<file path="src/rtl/reuleaux_pkg.sv">
// reuleaux_pkg: shared types, constants and fixed-point helper for the Reuleaux triangle drawer
package reuleaux_pkg;
  typedef logic signed [10:0] coord_t;
  typedef enum logic [3:0] {
    S_IDLE, S_INIT, S_OCT0, S_OCT1, S_OCT2, S_OCT3, S_OCT4, S_OCT5, S_OCT6, S_OCT7, S_DONE
  } state_t;
  localparam coord_t SCREEN_W = 11'sd160;
  localparam coord_t SCREEN_H = 11'sd120;
  localparam int unsigned SQRT3_6_Q16 = 18919;
  localparam int unsigned SQRT3_3_Q16 = 37837;
  function automatic coord_t scale_q16(input logic [7:0] d, input int unsigned k);
    logic [31:0] p;
    p = {24'd0, d} * k;
    return p[26:16];
  endfunction
endpackage

</file>
<file path="src/rtl/circle_octant_gen.sv">
// circle_octant_gen: Bresenham midpoint circle engine emitting one octant-mirrored point per octant index
module circle_octant_gen
  import reuleaux_pkg::*;
(
  input  logic       clk,
  input  logic       rst,
  input  coord_t     cen_x,
  input  coord_t     cen_y,
  input  coord_t     radius,
  input  logic       init,
  input  logic       step,
  input  logic [2:0] oct,
  output coord_t     px,
  output coord_t     py,
  output logic       last
);
  coord_t ox, oy, crit, ox_n, oy_n, crit_n, a, b;
  logic neg_x;
  always_comb begin
    oy_n = oy + 11'sd1;
    ox_n = crit <= 11'sd0 ? ox : ox - 11'sd1;
    crit_n = crit + ((crit <= 11'sd0 ? oy_n : oy_n - ox_n) <<< 1) + 11'sd1;
    last = oy_n > ox_n;
    a = oct[0] ? oy : ox;
    b = oct[0] ? ox : oy;
    neg_x = oct[2] ^ oct[1];
    px = cen_x + (neg_x ? -a : a);
    py = cen_y + (oct[2] ? -b : b);
  end
  always_ff @(posedge clk)
    if (rst) begin
      ox <= '0;
      oy <= '0;
      crit <= '0;
    end else if (init) begin
      ox <= radius;
      oy <= '0;
      crit <= 11'sd1 - radius;
    end else if (step) begin
      ox <= ox_n;
      oy <= oy_n;
      crit <= crit_n;
    end
endmodule

</file>
<file path="src/rtl/reuleaux_drawer.sv">
// reuleaux_drawer: rasterises a clipped Reuleaux triangle outline as three filtered Bresenham arcs
module reuleaux_drawer
  import reuleaux_pkg::*;
(
  input  logic       clk,
  input  logic       rst_n,
  input  logic       start,
  input  logic [2:0] colour,
  input  logic [7:0] centre_x,
  input  logic [6:0] centre_y,
  input  logic [7:0] diameter,
  output logic       done,
  output logic [7:0] vga_x,
  output logic [6:0] vga_y,
  output logic [2:0] vga_colour,
  output logic       vga_plot
);
  state_t state, state_n;
  logic [1:0] k;
  logic [2:0] col_q;
  logic [7:0] cx_q, d_q;
  logic [6:0] cy_q;
  coord_t ccx, ccy, h6, h3, v1x, v2x, v12y, v3y, cen_x, cen_y, radius, px, py;
  logic last, on_arc, in_bounds, oct_st;
  assign ccx = {3'b0, cx_q};
  assign ccy = {4'b0, cy_q};
  assign radius = {3'b0, d_q};
  assign h6 = scale_q16(d_q, SQRT3_6_Q16);
  assign h3 = scale_q16(d_q, SQRT3_3_Q16);
  assign v1x = ccx + {4'b0, d_q[7:1]};
  assign v2x = ccx - {4'b0, d_q[7:1]};
  assign v12y = ccy + h6;
  assign v3y = ccy - h3;
  assign cen_x = k == 2'd0 ? v1x : k == 2'd1 ? v2x : ccx;
  assign cen_y = k == 2'd2 ? v3y : v12y;
  circle_octant_gen u_gen (
    .clk   (clk),
    .rst   (rst_n),
    .cen_x (cen_x),
    .cen_y (cen_y),
    .radius(radius),
    .init  (state == S_INIT),
    .step  (state == S_OCT7),
    .oct   (3'(state - S_OCT0)),
    .px    (px),
    .py    (py),
    .last  (last)
  );
  always_comb begin
    state_n = state == S_IDLE ? (start ? S_INIT : S_IDLE) :
              state == S_INIT ? S_OCT0 :
              state == S_OCT7 ? (last ? (k == 2'd2 ? S_DONE : S_INIT) : S_OCT0) :
              state == S_DONE ? (start ? S_DONE : S_IDLE) :
              state_t'(state + 4'd1);
    on_arc = k == 2'd0 ? (px <= ccx && py <= v12y) :
             k == 2'd1 ? (px >= ccx && py <= v12y) : (py >= v12y);
    in_bounds = px >= 11'sd0 && px < SCREEN_W && py >= 11'sd0 && py < SCREEN_H;
    oct_st = state >= S_OCT0 && state <= S_OCT7;
    done = state == S_DONE;
    vga_plot = oct_st && on_arc && in_bounds;
    vga_x = oct_st ? px[7:0] : 8'd0;
    vga_y = oct_st ? py[6:0] : 7'd0;
    vga_colour = col_q;
  end
  always_ff @(posedge clk)
    if (rst_n) begin
      state <= S_IDLE;
      k <= '0;
      col_q <= '0;
      cx_q <= '0;
      cy_q <= '0;
      d_q <= '0;
    end else begin
      state <= state_n;
      if (state == S_IDLE && start) begin
        k <= '0;
        col_q <= colour;
        cx_q <= centre_x;
        cy_q <= centre_y;
        d_q <= diameter;
      end
      if (state == S_OCT7 && last) k <= k + 2'd1;
    end
endmodule

</file>
<file path="config.mk">
export PLATFORM = sky130hd
export DESIGN_NAME = reuleaux_drawer
export DESIGN_NICKNAME = d
export VERILOG_FILES = /design/src/rtl/reuleaux_pkg.sv /design/src/rtl/circle_octant_gen.sv /design/src/rtl/reuleaux_drawer.sv
export SDC_FILE = /design/constraint.sdc
export NUM_CORES = 1
export LEC_CHECK = 0
export ABC_CLOCK_PERIOD_IN_PS = 11100
export CORE_MARGIN = 3
export CORE_UTILIZATION = 25
export CTS_CLUSTER_DIAMETER = 120
export DETAILED_ROUTE_END_ITERATION = 16
export GPL_TIMING_DRIVEN = 0
export SLEW_MARGIN = 5
export SYNTH_ARGS = -nofsm -noshare
export SYNTH_HDL_FRONTEND = slang
export SYNTH_SLANG_ARGS = --single-unit
</file>
<file path="constraint.sdc">
create_clock -name clk -period 11.1 [get_ports clk]
set_input_delay 3.33 -clock clk [delete_from_list [all_inputs] [get_ports clk]]
set_output_delay 3.33 -clock clk [all_outputs]
set_load 0.02 [all_outputs]
</file>
* Word-level counts from Yosys, hierarchy flattened *
Index checks and enable logic that the tools add are counted.

word-level totals
  input port bits = 29
  output and inout port bits = 20
  bits in registers = 65

cells by class
  mux-type cells = 27
  reductions and logical operators = 15
  bitwise gates (word level) = 1
  order comparisons = 12
  multiply operators = 2
  equal/unequal tests = 5
  add/subtract/negate cells = 17

operators with widths
  cell                                                                number
  two-way mux 11 bit                                                  10
  adder 11 bit                                                        3
  two-way mux 4 bit                                                   7
  multiplier 8 x 16 -> 24 bit, second input constant                  1
  two-way mux 8 bit                                                   3
  multiplier 8 x 15 -> 23 bit, second input constant                  1
  adder 11 x 2 -> 11 bit, second input constant                       2
  greater-or-equal comparator 11 x 1 -> 1 bit, second input constant  2
  greater-or-equal comparator 11 x 9 -> 1 bit                         2
  less-or-equal comparator 11 x 9 -> 1 bit                            2
  negation 11 bit                                                     2
  greater-than comparator 11 bit                                      1
  less-or-equal comparator 11 x 1 -> 1 bit, second input constant     1
  < comparator 11 x 8 -> 1 bit, second input constant                 1
  < comparator 11 x 9 -> 1 bit, second input constant                 1
  subtractor 11 x 2 -> 11 bit, second input constant                  1
  logical AND 1 bit                                                   10
  two-way mux 10 bit                                                  1
  subtractor 10 bit                                                   1
  adder 8 x 7 -> 9 bit                                                1
  subtractor 1 x 8 -> 9 bit, first input constant                     1
  subtractor 7 x 8 -> 9 bit                                           1
  subtractor 8 x 7 -> 9 bit                                           1
  adder 7 x 7 -> 8 bit                                                1
  other kinds (17)                                                    22

* Longest topological paths before layout *
Gate-level depths: netlist (run 1).

  word-level depth = 11
  mapped depth = 40

* Modules after synthesis *
Synthesis (run 1) repeated with hierarchy kept, for this count alone.

unflattened totals
  cell total of the unflattened synthesis = 1326
  area total of the unflattened synthesis = 10560.1 um2

by module, submodules not included
  module             seq. area each (um2)  cells an instance  area each (um2)  instances
  reuleaux_drawer    640.6                 727                5959.5           1
  circle_octant_gen  660.6                 599                4600.7           1

* Least setup slack after synthesis (run 1) *
Ideal clock, no wire load.

  kind = reg2out
  start = register d_q[2]
  end = output vga_plot
  arrival = 7.841 ns
  stages on the path, launching flop included = 35
  data required time = 7.770 ns
  path slack = -0.071 ns
  path through = dfxtp_1 > inv_1 > ha_1 > inv_1 > fa_1 > fa_1 > fa_1 > inv_1 > ha_1 > nand3_1 > a21boi_0 > o31ai_1 > a21boi_0 > o21ai_0 > nand2_1 > a21oi_1 > xnor2_1 > fa_1 > nor2b_1 > o21ai_0 > a21oi_1 > nand3b_1 > o21ai_0 > ha_1 > and3_4 > a2111oi_4 > a21oi_2 > xor2_1 > ha_1 > and2_1 > a221oi_1 > o21ai_0 > o211ai_1 > nand4_1 > nor4_2

on the way
  word-level cells in the longest chain between the ends = 10

ends and longest elaborated chain
  element                                                                                                  line                                              RTL
  start, declared                                                                                          reuleaux_drawer.sv:21                             logic [7:0] cx_q, d_q;
  start signal, assigned                                                                                   reuleaux_drawer.sv:80                             d_q <= diameter;
  multiplier 8 x 16 -> 24 bit, or another cell as far along                                                reuleaux_pkg.sv:13                                p = {24'd0, d} * k;
  subtractor 7 x 8 -> 9 bit, or another cell as far along                                                  reuleaux_drawer.sv:33                             assign v3y = ccy - h3;
  two-way mux 11 bit, on equally long branches                                                             reuleaux_drawer.sv:35, reuleaux_drawer.sv:34
  adder 11 bit, on equally long branches                                                                   circle_octant_gen.sv:28, circle_octant_gen.sv:27
  less-or-equal comparator 11 x 9 -> 1 bit or greater-or-equal comparator 11 x 9 -> 1 bit (tied branches)  reuleaux_drawer.sv:55, reuleaux_drawer.sv:56
  logical AND 1 bit                                                                                        reuleaux_drawer.sv:56                             k == 2'd1 ? (px >= ccx && py <= v12y) : (py >= v12y);
  two-way mux 1 bit                                                                                        reuleaux_drawer.sv:56
  two-way mux 1 bit                                                                                        reuleaux_drawer.sv:55                             on_arc = k == 2'd0 ? (px <= ccx && py <= v12y) :
  logical AND 1 bit                                                                                        reuleaux_drawer.sv:60                             vga_plot = oct_st && on_arc && in_bounds;
  logical AND 1 bit (*)                                                                                    reuleaux_drawer.sv:60
  end, declared                                                                                            reuleaux_drawer.sv:16                             output logic vga_plot

Mark *: on every way between the ends. The rest lies on a longest branch, timed or not.

* Worst setup path in the final report (run 1) *
  start = register d_q[6]
  end = output vga_plot

The elaborated chain is that of the path after synthesis.

==> impl_metrics.ini, run 1 <==
[yosys]
synthTopCellsByArea = ha_1, dfxtp_1, fa_1
ys_ff_latch = 65
synth_compound_area_share_pct = 18.9
postSynthAreaPerCell_um2 = 7.71
yosysTopAreaCellShare_pct = 22.0
synth_cell_types = 63
synth_top_cell_by_area = ha_1
yosysWarnings = 0
synth_seq_area_share_pct = 12.7
synth-simple-area-share_pct = 18.3
muxShareOfSynthArea_pct = 3.27
yosys_most_used_dff = dfxtp_1
synthCells = 1327
synth-xor-area-share_pct = 9.59
syn_nets = 1580
synth-edff-count = 0
synth_top_family_by_area = adder cells
synth_fa_ha_area_share_pct = 30.6
async_flop_share_pct = 0
synth_area_um2 = 10200

[timing]
fin_tns_setup_ns = -0.312
worst_slew_margin_rel_pct = 24.5
fin_skew_ns = 0.0160
layout_setup_ws_ns = -0.312
slew_viol_final = 0
rsz0062_at_grt = yes
hold_viol_final = 0
setup_viol = 1
tightestPinTransition_ns = 1.12
fmax_ghz = 0.0876
fin_crit_sh_pct = 103
post-route-min-period_ns = 11.41

[worst_setup_path]
critPathKind = register to output pin
slowest_delay_ns = 0.49
end_kind = output pin
critical_path_arrival_ns = 8.08
slowest_stage = fa_1
cp_max_fo = 5
crit_path_start_kind = register
required_ns = 7.77
crit_path_frequent_cell = ha_1

[grt]
grt_overflow = 0
grt_use_total_pct = 14.2
grt_pass1_wl_mm = 50.2
grt_pass1_vias = 9479
grt_max_degree = 14
antenna_found_initial = 0

[floorplanning]
fp-row-count = 73
die-area_um2 = 43400
core_um2 = 40100
die_h_um = 208
num_io_pins = 49
fp.dieW_um = 208
initial_core_util_pct = 25.5

[placed_design]
port_buffers = 48
gp_congestion = 0.893
placed_area_um2 = 11400
pre_cts_ws_ns = -1.96
dp_hpwl_mm = 24.7

[cells_and_area]
finish.utilization_pct = 30.7
antenna_cells = 0
filler_cell_count = 4209
syn2layout_area_growth_pct = 20.6
final_area_um2 = 12300
final_nets = 1683
drive_gt1_share_pct = 9.83

[clock_tree]
clk_latency_ns = 0.36
cts_tree = done
cts_buffers = 9
clockRootBuffer = clkbuf_16
clkSinkCount = 65
clk_path_buf_depth = 2
clkTransAtPathRegs_ns = 0.06
h-tree-depth = 3

[power]
p_sw_uw = 1030
swShare_pct = 48.4
pwr-share-seq_pct = 13.7
leakagePower_uw = 0.00550
pwr-share-clk_pct = 15.4
ir_drop_mv = 0.0942
internal-power_uw = 1090
power_uw = 2120
powerDensity_nw_per_um2 = 172
pwr-share-comb_pct = 70.9

[routing]
drc = 0
routed_via_density = 4.94
wl_mm = 31.1
vias = 9677
drt_iter0_drc = 651
drt_first_pass_iters = 5
antenna_left = 0
wire_per_inst_um = 15.9

[min_path]
hold_path_class = register to register

[status]
violations = negative setup slack
status = finished with violations

[run]
maxCapViolations = 0
==> layout make-up <==
type	count	area [um^2]	share of cell area [%]
inverter	120	458	3.71
timing repair buffer	92	821	6.66
sequential	65	1330	10.7
multi-input combinational	1086	8520	69.1
tap	525	657	5.33
clock inverter	7	101	0.822
buffer	56	218	1.77
clock buffer	9	225	1.83
==> logic make-up (layout without fill, tap and decap cells) <==
kind of cell,count (synthesis),in the layout
buffers and inverters,176,284
AO/OA/AOI/OAI,311,311
XOR/XNOR,112,112
AND/OR/NAND/NOR,406,406
multiplexers,33,33
flip-flops,65,65
adder cells (fa/ha/maj),224,224
==> critical path: cells and delay by family, from the launching register on <==
| family | cells | cell delay, ns |
|---|---|---|
| buf+inv | 5 | 0.62 |
| fa+ha+maj | 8 | 2.89 |
| compound gates | 12 | 2.26 |
| flops | 1 | 0.40 |
| xor+xnor | 3 | 0.52 |
| simple gates | 7 | 1.00 |
==> synth_stat cells, types with 2 or more instances <==
cell and instances:
inv_1 119, or3_1 7, o31ai_1 7, and3_1 9
buf_2 6, ha_1 180, nor3b_1 6, a21oi_1 120
buf_1 6, o21ai_0 59, nand2_1 131, fa_1 44
nor2b_1 23, nand4_1 14, a31oi_1 10, xor2_1 45
o22ai_1 9, o21bai_1 10, dfxtp_1 65, a311oi_1 2
o211ai_1 8, nor3_1 29, clkbuf_1 44, a2111o_1 2
a21o_1 24, a31o_2 3, o31a_1 3, a22oi_1 6
a221oi_1 3, a21boi_0 4, mux2_2 3, and2_1 8
xnor2_1 67, nor2_1 125, nor4_1 8, or2_2 8
o21a_1 10, nand3b_1 3, mux2i_1 30, a211oi_1 16
nand2b_1 13, nand3_1 17
==> cells in the final DEF (no fill, tap or decap), types with 9 or more instances in the layout <==
master             n
ha_1             173
nand2_1          131
nor2_1           123
inv_1            115
a21oi_1          113
xnor2_1           64
dfxtp_1           58
o21ai_0           51
clkdlybuf4s50_1   47
xor2_1            45
clkbuf_1          44
buf_4             44
fa_1              38
mux2i_1           30
nor3_1            27
a21o_1            24
nor2b_1           23
nand3_1           17
a211oi_1          15
nand4_1           14
nand2b_1          13
o21a_1            10
o21bai_1          10
a31oi_1            9
o22ai_1            9
clkbuf_16          9
==> state kept, by name (all words and copies together) (netlist names) <==
register and cells:
u_gen.oy 11, cy_q 7, k 2, d_q 8
u_gen.ox 11, u_gen.crit 11, cx_q 8, vga_colour 3
state 4
==> stage by stage <==
stage / cells / hold WS [ns]
global placement: 1900 / 0.444
global route: 1960 / 0.481
detailed placement: 1900 / 0.450
finish: 1960 / 0.463
CTS: 1957 / 0.462
floorplan: 1327 / 0.454
==> power groups by stage <==
stage / registers [uW] / logic, uW / clock network (uW)
final: 290 / 1500 / 327
after global routing: 293 / 1690 / 340
after CTS: 289 / 1470 / 331
after detailed placement: 300 / 1370 / 0
after global placement: 299 / 1340 / 0
after floorplan: 284 / 1040 / 0
==> path summary, 6_finish.rpt <==
check | from | to | slack [ns] | cells after the start
worst max-delay path | d_q[6] | vga_plot | -0.31 | 35
worst min register to register | vga_colour[2] | vga_colour[2] | 0.46 | 2
worst min-delay path | vga_colour[2] | vga_colour[2] | 0.46 | 2
worst max register to register | u_gen.crit[0] | u_gen.crit[10] | 5.43 | 23
==> layer usage <==
metal | part of all wire, % | routed length, um | up-vias | GRT usage [%]
met3 | 4.1 | 1270 | 40 | 1.37
met1 | 48 | 14900 | 4622 | 19.9
met2 | 45 | 14000 | 234 | 23.0
li1 | - | - | 4781 | -
met5 | 0 | 0 | - | 0
met4 | 2.8 | 883 | 0 | 4.79
==> repair_timing <==
action | CTS | global route
gates resized for setup | 65 | 15
buffers inserted | 41 | 3
pin swaps | 39 | 11
endpoints found under the setup margin | 5 | 2
hold buffers | 0 | 0
(Power assumes the default switching activity.)
==> run 2: changes to the inputs <==
--- a/config.mk
+++ b/config.mk
@@ -5,6 +5,7 @@
 export SDC_FILE = /design/constraint.sdc
 export NUM_CORES = 1
 export LEC_CHECK = 0
+export ABC_AREA = 1
 export ABC_CLOCK_PERIOD_IN_PS = 11100
 export CORE_MARGIN = 3
 export CORE_UTILIZATION = 25
==> run 2 against run 1 <==
Effect of this change: the run still ends with negative setup slack left; area after synthesis is 2.9% higher; critical path depth grew 6; utilization rose by 0.60 points; clock skew fell by 0.0054 ns; sequential share of layout area fell by 0.49 points; combinational power up 27%; global-route usage about the same; worst hold slack got worse by 0.00053 ns; synthesized cell count increased by 15%; first-iteration DRC count fell by 6.1%; via count grew 7.0%; die area increased by 2.8%; critical endpoint unchanged; largest cell class unchanged.
==> impl_metrics.ini, run 2 <==
[cells_and_area]
final_nets = 1889
filler_cell_count = 4400
layout_commonest_cell = nand2_1
syn2layout_area_growth_pct = 22.7
finish.utilization_pct = 31.3
drive_gt1_share_pct = 14.7
final_cell_mix = nand2_1, inv_1, ha_1
reg_top3 = u_gen.crit (11), u_gen.ox (11), u_gen.oy (11)
final_cells = 2173
antenna_cells = 0

[floorplanning]
num_io_pins = 49
core_um2 = 41200
die_h_um = 211
fp-row-count = 74
die-area_um2 = 44600
initial_core_util_pct = 25.5
fp.dieW_um = 211

[routing]
wire_per_inst_um = 15.0
vias = 10400
routed_via_density = 4.76
antenna_left = 0
wl_mm = 32.5
drc = 0
drt_iter0_drc = 611
drt_first_pass_iters = 5

[power]
pwr-share-clk_pct = 11.9
pwr-share-seq_pct = 11.4
p_sw_uw = 1290
internal-power_uw = 1200
pwr-share-comb_pct = 76.6
ir_drop_mv = 0.150
swShare_pct = 51.7
power_uw = 2490
powerDensity_nw_per_um2 = 193
leakagePower_uw = 0.00622

[yosys]
synth_cell_types = 56
yosysWarnings = 0
postSynthAreaPerCell_um2 = 6.88
ys_ff_latch = 65
synth_seq_area_share_pct = 12.4
synth_most_common_cell = nand2_1
synthCells = 1529
synth_top_cell_by_area = ha_1
async_flop_share_pct = 0
syn_nets = 1782
synthTopCellsByArea = ha_1, dfxtp_1, nand2_1
synth_area_um2 = 10500
yosysTopAreaCellShare_pct = 21.4
netlist_top_cells_count = nand2_1, inv_1, ha_1
synth-edff-count = 0
yosys_most_used_dff = dfxtp_1

[placed_design]
place_inst = 2109
port_buffers = 48
dp_hpwl_mm = 26.5
pre_cts_ws_ns = -1.66
gp_congestion = 0.908

[status]
status = finished with violations
violations = negative setup slack

[min_path]
hold_path_class = register to register

[clock_tree]
clockRootBuffer = clkbuf_16
clk_path_buf_depth = 2
hold_buffers = 0
clk_latency_ns = 0.35
clkSinkCount = 65
cts_buffers = 9
cts_tree = done
clkTransAtPathRegs_ns = 0.06
h-tree-depth = 3

[grt]
grt_pass1_vias = 9929
grt_use_total_pct = 14.3
grt_overflow = 0
grt_max_degree = 14
antenna_found_initial = 0
grt_pass1_wl_mm = 51.0

[worst_setup_path]
critPathKind = register to output pin
crit_path_start_kind = register
required_ns = 7.77
slowest_delay_ns = 0.60
cp_max_fo = 5
critical_path_arrival_ns = 7.92
slowest_stage = fa_1
crit_path_frequent_cell = nand2_1
end_kind = output pin

[timing]
rsz0062_at_grt = yes
fin_tns_setup_ns = -0.154
layout_setup_ws_ns = -0.154
setup_viol = 1
tightestPinTransition_ns = 0.800
slew_viol_final = 0
worst_slew_margin_rel_pct = 46.5
fin_skew_ns = 0.0106
fin_crit_sh_pct = 101
post-route-min-period_ns = 11.25
hold_viol_final = 0
fmax_ghz = 0.0889

[run]
maxCapViolations = 0
==> run 2: cell count changes in the layout (fill, tap and decap cells not counted), sizes merged, moves of 13 or more <==
cell,change
nand2b,-13
nand3,+49
nand2,+148
clkbuf,-25
nor2b,-23
xor2,+19
nor2,-30
a21o,-17
xnor2,-50
inv,+161
o21ai,+71
mux2i,-30
a211oi,-14
==> run 2: power groups by stage <==
stage	registers (uW)	clock network [uW]	logic, uW
after floorplan	283	0	1180
after global placement	296	0	1540
after detailed placement	296	0	1570
after CTS	284	300	1770
after global routing	288	310	2150
final	285	297	1910
==> run 2: cell type report <==
class / instances / area [um^2] / area share, %
inverters: 284 / 1080 / 8.39
clock buffers: 9 / 225 / 1.74
clock inverters: 7 / 77.6 / 0.601
plain buffers: 29 / 161 / 1.25
flip-flops and latches: 65 / 1330 / 10.3
well taps: 532 / 666 / 5.15
repair buffers: 96 / 850 / 6.58
multi-input cells: 1151 / 8530 / 66.0
==> run 2: cells by family after synthesis <==
group	after synthesis	synth area share (%)
and+or+nand+nor	507	21.1
AOI/OAI and AO/OA	339	18.4
buffers and inverters	313	11.7
adders and majority gates	224	29.8
xor gates and xnor gates	81	6.74
DFF	65	12.4
==> run 2: through the flow <==
stage | area, um^2 | hold slack [ns]
finish | 12900 | 0.462
global route | 12900 | 0.484
CTS | 12600 | 0.466
detailed placement | 11700 | 0.452
global placement | 11700 | 0.445
floorplan | 10500 | 0.445
==> run 2: metal layers <==
metal / vias up / global-route usage (%) / share of wire, %
li1: 5248 / - / -
met1: 4846 / 19.9 / 48
met2: 227 / 23.2 / 46
met3: 31 / 1.95 / 4.7
met4: 0 / 3.93 / 1.8
met5: - / 0 / 0
==> run 2: path summary, 6_finish.rpt <==
kind | start | to | slack [ns] | cells after the start
max | d_q[6] | vga_plot | -0.15 | 41
min reg2reg | vga_colour[2] | vga_colour[2] | 0.46 | 2
min | vga_colour[2] | vga_colour[2] | 0.46 | 2
max reg2reg | u_gen.crit[0] | u_gen.crit[9] | 6.55 | 25
==> run 2: what timing repair did <==
action                                  CTS  global route
hold endpoints to repair                  0             0
endpoints found under the setup margin    6             2
setup buffers                            42             6
pin swaps                                52            63
resized for setup                        78            62
==> run 2: critical path: cells and delay by family (launching register included) <==
kind	cells	cell delay (ns)
AO/OA/AOI/OAI	6	1.25
flip-flops	1	0.40
adder cells (fa/ha/maj)	9	3.48
AND/OR/NAND/NOR	18	1.48
buffers and inverters	6	0.59
XOR/XNOR	2	0.39
==> run 3: changes to the inputs <==
--- a/config.mk
+++ b/config.mk
@@ -9,6 +9,7 @@
 export ABC_CLOCK_PERIOD_IN_PS = 11100
 export CORE_MARGIN = 3
 export CORE_UTILIZATION = 25
+export CTS_BUF_LIST = sky130_fd_sc_hd__clkbuf_4 sky130_fd_sc_hd__clkbuf_8
 export CTS_CLUSTER_DIAMETER = 120
 export DETAILED_ROUTE_END_ITERATION = 16
 export GPL_TIMING_DRIVEN = 0
==> run 3 against run 2 <==
Effect of this change: the flow still finishes with violations (negative setup slack); utilization shrank 0.25 points; power shrank 3.6%; global-route usage shrank 0.094 points; sequential share of layout area grew 0.083 points; first-iteration DRC count shrank 7.2%; routed wire length shrank 0.14%; final area shrank 0.80%; setup slack lost 0.013 ns; combinational power is essentially flat; highest routed layer unchanged.
==> impl_metrics.ini, run 3 (synthesis results as in run 2) <==
[clock_tree]
hold_buffers = 0
h-tree-depth = 3
cts_tree = done
cts_buffers = 9
clk_latency_ns = 0.37
clk_path_buf_depth = 2
clkTransAtPathRegs_ns = 0.07
clockRootBuffer = clkbuf_8
clkSinkCount = 65

[routing]
vias = 10300
antenna_left = 0
wire_per_inst_um = 14.9
routed_via_density = 4.75
drt_first_pass_iters = 5
drc = 0
drt_iter0_drc = 567
wl_mm = 32.5

[placed_design]
port_buffers = 48
place_inst = 2109
pre_cts_ws_ns = -1.66
gp_congestion = 0.908
dp_hpwl_mm = 26.5

[floorplanning]
core_um2 = 41200
num_io_pins = 49
die-area_um2 = 44600
initial_core_util_pct = 25.5
fp-row-count = 74
fp.dieW_um = 211
die_h_um = 211

[cells_and_area]
final_cell_mix = nand2_1, inv_1, ha_1
reg_top3 = u_gen.crit (11), u_gen.ox (11), u_gen.oy (11)
syn2layout_area_growth_pct = 21.8
layout_commonest_cell = nand2_1
final_cells = 2174
final_nets = 1889
drive_gt1_share_pct = 14.7

[status]
status = finished with violations
violations = negative setup slack

[grt]
grt.busiest_layer = met2
use_met2_pct = 23.1
met3_usage_pct = 1.77
grt_pass1_vias = 9905
grt_overflow = 0
antenna_found_initial = 1
grt_use_total_pct = 14.2
grt_max_degree = 14
grt_use_met1_pct = 19.8
grt_pass1_wl_mm = 50.7

[worst_setup_path]
critical_path_arrival_ns = 7.94
end_kind = output pin
r2r-start = u_gen.crit[0]
crit_path_frequent_cell = nand2_1
critPathKind = register to output pin
slowest_stage = fa_1
slowest_delay_ns = 0.60
critPathLaunch = d_q[6]
crit_path_start_kind = register
cp_max_fo = 5
required_ns = 7.77

[timing]
tightestPinTransition_ns = 0.802
rsz0062_at_grt = yes
fin_skew_ns = 0.0162
worst_slew_margin_rel_pct = 46.3
post-route-min-period_ns = 11.27
fin_crit_sh_pct = 101
fmax_ghz = 0.0888
layout_setup_ws_ns = -0.166
slew_viol_final = 0
setup_viol = 1
hold_viol_final = 0

[min_path]
hold_path_class = register to register
hold_start = vga_colour[2]

[power]
powerDensity_nw_per_um2 = 188
ir_drop_mv = 0.143
leakagePower_uw = 0.00617

[run]
maxCapViolations = 0
run 3: cell types whose count changed in the layout (fill, tap and decap cells not counted):
| cell | previous run | this run |
|---|---|---|
| clkbuf_16 | 9 | 0 |
| diode_2 | 0 | 1 |
| nand2_2 | 12 | 13 |
| clkbuf_8 | 0 | 9 |
| nand2_4 | 10 | 9 |
run 3: path summary, 6_finish.rpt:
kind,cells past startpoint,slack (ns),endpoint
min,2,0.46,vga_colour[2]
min reg2reg,2,0.46,vga_colour[2]
max reg2reg,26,6.53,u_gen.crit[10]
max,41,-0.17,vga_plot
run 3: final cells by class:
| class | count | area (um^2) |
|---|---|---|
| Multi-Input combinational cell | 1151 | 8520 |
| Clock inverter | 7 | 77.6 |
| Sequential cell | 65 | 1330 |
| Timing Repair Buffer | 96 | 850 |
| Inverter | 284 | 1080 |
| Antenna cell | 1 | 2.50 |
| Clock buffer | 9 | 124 |
| Buffer | 29 | 161 |
| Tap cell | 532 | 666 |
| Fill cell | 4413 | 28400 |
run 3: repair_timing:
action / 4_1_cts / 5_1_grt
pin swaps: 52 / 63
buffers inserted: 42 / 6
gates cloned: 0 / 0
setup endpoints to repair: 6 / 2
resized for setup: 78 / 61
run 3: per-stage QoR:
step                      total power, uW  setup TNS, ns  area, um^2  hold slack [ns]  utilization (%)
final                                2400         -0.166       12800            0.460             31.1
after global routing                 2660         -0.715       12800            0.487             31.1
after CTS                            2280         -0.291       12500            0.468             30.3
after detailed placement             1870          -1.96       11700            0.452             28.3
after global placement               1840          -1.89       11700            0.445             28.3
after floorplan                      1460              0       10500            0.445                -
run 3: report_power, final:
group          switching, uW  internal [uW]  leakage, uW
sequential              30.2            255     0.000536
clock                    111            106     0.000100
combinational           1130            769      0.00553
run 3: layer usage:
metal,part of all wire [%],routed length [um],vias up
li1,-,-,5236
met1,48,15600,4824
met2,46,14900,242
met3,4.4,1440,31
met4,1.7,567,0
met5,0,0,-
run 3: critical path: cells and delay by family, from the launching register on:
family | cells | cell delay [ns]
AO/OA/AOI/OAI | 6 | 1.26
XOR/XNOR | 2 | 0.39
adder cells (fa/ha/maj) | 9 | 3.47
buffers and inverters | 6 | 0.59
flip-flops | 1 | 0.40
AND/OR/NAND/NOR | 18 | 1.48
==> RTL edit 1 (settings of run 1) <==
Add an input register stage for `start`, `colour`, `centre_x`, `centre_y` and `diameter`, without a reset; this delays them by one clock.
--- a/src/rtl/reuleaux_drawer.sv
+++ b/src/rtl/reuleaux_drawer.sv
@@ -15,6 +15,21 @@
   output logic [2:0] vga_colour,
   output logic       vga_plot
 );
+
+  logic start_q;
+  logic [2:0] colour_q;
+  logic [7:0] centre_x_q;
+  logic [6:0] centre_y_q;
+  logic [7:0] diameter_q;
+
+  always_ff @(posedge clk) begin
+    start_q    <= start;
+    colour_q   <= colour;
+    centre_x_q <= centre_x;
+    centre_y_q <= centre_y;
+    diameter_q <= diameter;
+  end
+
   state_t state, state_n;
   logic [1:0] k;
   logic [2:0] col_q;
@@ -47,10 +62,10 @@
     .last  (last)
   );
   always_comb begin
-    state_n = state == S_IDLE ? (start ? S_INIT : S_IDLE) :
+    state_n = state == S_IDLE ? (start_q ? S_INIT : S_IDLE) :
               state == S_INIT ? S_OCT0 :
               state == S_OCT7 ? (last ? (k == 2'd2 ? S_DONE : S_INIT) : S_OCT0) :
-              state == S_DONE ? (start ? S_DONE : S_IDLE) :
+              state == S_DONE ? (start_q ? S_DONE : S_IDLE) :
               state_t'(state + 4'd1);
     on_arc = k == 2'd0 ? (px <= ccx && py <= v12y) :
              k == 2'd1 ? (px >= ccx && py <= v12y) : (py >= v12y);
@@ -72,12 +87,12 @@
       d_q <= '0;
     end else begin
       state <= state_n;
-      if (state == S_IDLE && start) begin
+      if (state == S_IDLE && start_q) begin
         k <= '0;
-        col_q <= colour;
-        cx_q <= centre_x;
-        cy_q <= centre_y;
-        d_q <= diameter;
+        col_q <= colour_q;
+        cx_q <= centre_x_q;
+        cy_q <= centre_y_q;
+        d_q <= diameter_q;
       end
       if (state == S_OCT7 && last) k <= k + 2'd1;
     end
Check against the original RTL: not equivalent (a bounded check fails within 4 cycles, from zero or initial values and one cycle with rst_n high).
==> RTL edit 1 against run 1 <==
- the flow still finishes with violations (setup timing)
- global-route usage is 0.65 points lower
- total power is 35% higher
- design area increased by 6.8%
- sequential cell count rose by 27
- worst setup slack better by 0.12 ns
- sequential power is 42% higher
- via count up 0.21%
- area after synthesis grew 6.7%
- largest power group unchanged
- wire length up 1.4%
- largest cell class unchanged
- clock power is 5% higher
- core utilization grew 0.22 points
- hold slack got worse by 0.034 ns
==> RTL edit 1: results (changes against run 1) <==
CP Max Fanout 4 (was 5); Total Wirelength 31500 µm (was 31100 µm); leakage 0.00583 µW (was 0.00550 µW); Worst Tran Pin Value 0.905 ns (was 1.12 ns); vias in the first global route 9493 (was 9479); Seq cells post-synth 92 (was 65); Net Switching 1410 µW (was 1030 µW); DR iter-0 viols 672 (was 651); dpl hpwl 24900 µm (was 24700 µm); Synth Area in Compound Gates 18.2% (was 18.9%); RD Place Congestion 0.844 (was 0.893); outcome complete, but fails checks (unchanged); clk_skew 0.0171 ns (was 0.0160 ns); fill cell count 4478 (was 4209); post-synthesis xor/xnor area fraction 9.61% (was 9.59%); Critical Path Max Stage Delay 0.65 ns (was 0.49 ns); Distinct cells, synth 78 (was 63); CP max-delay cell fa_2 (was fa_1); top cells by area, synth ha_1 21%, dfxtp_1 17%, fa_1 8.1% (was ha_1 22%, dfxtp_1 13%, fa_1 8.6%); Final Non-Filler Cells 2034 (was 1960); first-pass GRT wire length 50900 µm (was 50200 µm); failing checks setup timing (unchanged); diodes inserted 0 (unchanged); syn avg cell area 8.15 µm² (was 7.71 µm²); CTS clk-pin slew, worst paths 0.08 ns (was 0.06 ns); Critical Path AT 7.96 ns (was 8.08 ns); Setup WS post-layout -0.191 ns (was -0.312 ns); Max IR drop VDD 0.101 mV (was 0.0942 mV); Post-DP Area 0.0121 mm² (was 0.0114 mm²); H-tree depth 3 (unchanged); nets 1705 (was 1683); mux cell area share after synthesis 3.26% (was 3.27%); via count 9697 (was 9677); Post-synth top cells 180 x ha_1, 129 x nand2_1, 123 x inv_1 (was 180 x ha_1, 131 x nand2_1, 125 x nor2_1); post-synthesis adder-cell area fraction 28.7% (was 30.6%); pin count of the biggest net entering global routing 20 (was 14); share of layout cells above drive strength 1 11.7% (was 9.83%); Hold Path Class flop to flop (unchanged); Net Count, Synth 1591 (was 1580); sequential fraction of the synthesis area 16.9% (was 12.7%); GRT Total Usage 13.6% (was 14.2%); Setup-failing EPs final 1 (unchanged)
## RTL edit 1: cell count changes in the layout (fill, tap and decap cells not counted), moves of 5 or more
cell and change:
or2_2 -6, nor2_1 -21, buf_4 +14, buf_6 +6, clkbuf_1 -12, o21ai_0 -7, ha_1 -5, o21ai_1 +15
dfxtp_1 +28, nor3b_1 -5
## RTL edit 1: repair_timing
action,CTS,global route
resized for setup,76,10
cloned,0,0
pin swaps,53,12
endpoints found under the setup margin,5,1
buffers inserted,51,4
## RTL edit 1: cell type report
cell class / instances / share of cell area (%)
Clock inverter: 7 / 0.779
Tap cell: 577 / 5.48
Sequential cell: 92 / 14.2
Inverter: 123 / 3.59
Clock buffer: 9 / 1.71
Multi-Input combinational cell: 1073 / 65.4
Timing Repair Buffer: 103 / 6.77
Buffer: 50 / 2.10
## RTL edit 1: per-layer routing
metal	up-vias	GRT usage (%)	wire length, µm
met1	4566	19.3	15500
met3	31	1.91	1590
met4	0	3.24	532
met2	223	21.7	13900
met5	-	0	0
li1	4877	-	-
## RTL edit 1: path summary, 6_finish.rpt
check                                           startpoint                     endpoint  slack, ns  cells past startpoint
worst max register to register  u_gen.crit[0]$_SDFFE_PP0P_  u_gen.crit[10]$_SDFFE_PP0P_       5.77                     22
worst min register to register       centre_x_q[0]$_DFF_P_         cx_q[0]$_SDFFE_PP0P_       0.43                      2
worst min-delay path                 centre_x_q[0]$_DFF_P_         cx_q[0]$_SDFFE_PP0P_       0.43                      2
worst max-delay path                   d_q[2]$_SDFFE_PP0P_                     vga_plot      -0.19                     36
## RTL edit 1: cells by family after synthesis
group | after synthesis
AND/OR/NAND/NOR | 384
AO/OA/AOI/OAI | 312
adder cells (fa/ha/maj) | 224
buffers and inverters | 173
XOR/XNOR | 118
flip-flops | 92
multiplexers | 35
## RTL edit 1: worst max-delay path, delay by kind of cell, from the launching register on
| family | cells | cell delay [ns] |
|---|---|---|
| AOI/OAI and AO/OA | 12 | 1.76 |
| muxes | 1 | 0.16 |
| DFF | 1 | 0.38 |
| and+or+nand+nor | 7 | 1.20 |
| buffers and inverters | 3 | 0.27 |
| adders and majority gates | 9 | 3.30 |
| xor gates and xnor gates | 4 | 0.50 |
## RTL edit 1: power groups by stage
stage	clock, µW	combinational [µW]	sequential [µW]
floorplan	0	1470	405
finish	343	2100	411
global route	365	2360	416
detailed placement	0	1930	425
CTS	351	2080	411
global placement	0	1900	424
## RTL edit 1: metrics by stage
stage	TNS [ns]	utilization, %	setup slack (ns)
after floorplan	0	-	0.281
after global placement	-2.38	28.5	-1.63
after detailed placement	-2.46	28.5	-1.63
after CTS	-0.0728	30.8	-0.0728
after global routing	-0.636	31.0	-0.636
final	-0.191	31.0	-0.191
==> RTL edit 2 (flow settings as in run 1) <==
Without the edit above. Reset style: asynchronous (`rst` and `rst_n`), changed in 2 clocked blocks.
--- a/src/rtl/circle_octant_gen.sv
+++ b/src/rtl/circle_octant_gen.sv
@@ -27,7 +27,7 @@
     px = cen_x + (neg_x ? -a : a);
     py = cen_y + (oct[2] ? -b : b);
   end
-  always_ff @(posedge clk)
+  always_ff @(posedge clk or posedge rst)
     if (rst) begin
       ox <= '0;
       oy <= '0;
--- a/src/rtl/reuleaux_drawer.sv
+++ b/src/rtl/reuleaux_drawer.sv
@@ -62,7 +62,7 @@
     vga_y = oct_st ? py[6:0] : 7'd0;
     vga_colour = col_q;
   end
-  always_ff @(posedge clk)
+  always_ff @(posedge clk or posedge rst_n)
     if (rst_n) begin
       state <= S_IDLE;
       k <= '0;
Check against the original RTL: differs if rst_n is asserted again (counterexample within 4 cycles, from zero or initial values and one cycle with rst_n high); with rst_n held inactive, the same outputs for 4 cycles.
==> RTL edit 2 against run 1 <==
- the flow still finishes with violations (setup timing)
- critical path depth is 1 higher
- sequential cell count stayed put
- design area is 0.83% higher
- core utilization is 0.19 points higher
- final cell count is 4.1% lower
- wire length is 1.8% higher
- area after synthesis is 0.81% higher
- worst setup slack worse by 0.34 ns
- critical endpoint unchanged
- largest cell class unchanged
Power is left out: it rests on default switching activity, and per cell area and clock period it moved more than threefold.
==> RTL edit 2: results (changes against run 1) <==
outcome complete, but fails checks (unchanged); failing checks setup timing (unchanged); clk_skew 0.0140 ns (was 0.0160 ns); RD Place Congestion 0.935 (was 0.893); R2R cell count 22 (was 23); nets 1603 (was 1683); CP Max Fanout 4 (was 5); Setup TNS -0.650 ns (was -0.312 ns); FFs w/ async S/R, synth 100% (was 0%); pin count of the biggest net entering global routing 58 (was 14); hold endpoint vga_colour[1]$_DFFE_PP0P_ (was vga_colour[2]$_SDFFE_PP0P_); Hold Path Cell Cnt 1 (was 2); Post-DP Area 0.0115 mm² (was 0.0114 mm²); reg-to-reg startpoint u_gen.crit[0]$_DFFE_PP0P_ (was u_gen.crit[0]$_SDFFE_PP0P_); Worst R2R Setup Slack 5.70 ns (was 5.43 ns); Worst Tran Pin Value 0.992 ns (was 1.12 ns); Critical Path Max Stage Delay 0.56 ns (was 0.49 ns); DR vias/cell 4.98 (was 4.94); top cells by area, synth ha_1 22%, dfrtp_1 16%, fa_1 8.5% (was ha_1 22%, dfxtp_1 13%, fa_1 8.6%); sequential fraction of the synthesis area 15.8% (was 12.7%); area delta synth->final 20.6% (about the same); hold_sp vga_colour[1]$_DFFE_PP0P_ (was vga_colour[2]$_SDFFE_PP0P_); share of layout cells above drive strength 1 12.1% (was 9.83%); DR iter-0 viols 585 (was 651); Setup-failing EPs final 1 (unchanged); Net Count, Synth 1504 (was 1580); dpl hpwl 25000 µm (was 24700 µm); GRT Total Usage 14.5% (was 14.2%); predominant post-synthesis flop cell dfrtp_1 (was dfxtp_1); Setup WS post-layout -0.650 ns (was -0.312 ns); vias in the first global route 9383 (was 9479)
## RTL edit 2: changes by cell type after synthesis, sizes merged, moves of 10 or more
| cell | change |
|---|---|
| nand2 | -38 |
| nor2 | -36 |
| mux2 | +13 |
| clkbuf | -10 |
| a21oi | -26 |
| o21ai | +39 |
| dfrtp | +65 |
| xor2 | -10 |
| dfxtp | -65 |
## RTL edit 2: cell type report
| cell class | count | area [µm²] | share of cell area [%] |
|---|---|---|---|
| clock buffers | 12 | 246 | 1.98 |
| inverters | 127 | 492 | 3.96 |
| repair buffers | 88 | 812 | 6.53 |
| multi-input cells | 1010 | 8340 | 67.1 |
| flip-flops and latches | 65 | 1640 | 13.2 |
| plain buffers | 49 | 193 | 1.55 |
| well taps | 525 | 657 | 5.28 |
| clock inverters | 4 | 51.3 | 0.413 |
## RTL edit 2: through the flow
| stage | hold slack [ns] | setup slack (ns) | cells | utilization, % |
|---|---|---|---|---|
| floorplan | 0.478 | 0.0939 | 1251 | - |
| global placement | 0.504 | -2.28 | 1824 | 28.5 |
| CTS | 0.509 | -0.699 | 1868 | 30.1 |
| detailed placement | 0.497 | -2.26 | 1825 | 28.6 |
| global route | 0.523 | -0.996 | 1880 | 30.9 |
| finish | 0.507 | -0.650 | 1880 | 30.9 |
## RTL edit 2: repair_timing
item,in CTS,in global routing
hold endpoints to repair,0,0
buffers inserted,27,12
setup endpoints to repair,6,3
pin swaps,43,45
resized for setup,50,42
## RTL edit 2: routing by layer
| metal | GRT usage, % | share of wire, % | vias to the layer above | routed length [µm] |
|---|---|---|---|---|
| li1 | - | - | 4563 | - |
| met1 | 20.2 | 47 | 4460 | 14800 |
| met2 | 22.9 | 44 | 286 | 13900 |
| met3 | 2.79 | 6.8 | 50 | 2160 |
| met4 | 4.18 | 2.6 | 0 | 811 |
| met5 | 0 | 0 | - | 0 |
## RTL edit 2: cell families (layout without fill, tap and decap cells)
family                   after synthesis  count (layout)  share of synthesized area [%]
AND/OR/NAND/NOR                      310             310                           14.3
adder cells (fa/ha/maj)              224             224                           30.4
XOR/XNOR                             104             104                           8.84
multiplexers                          45              45                           4.56
flip-flops                            65              65                           15.8
AO/OA/AOI/OAI                        327             327                           19.7
buffers and inverters                176             280                           6.49
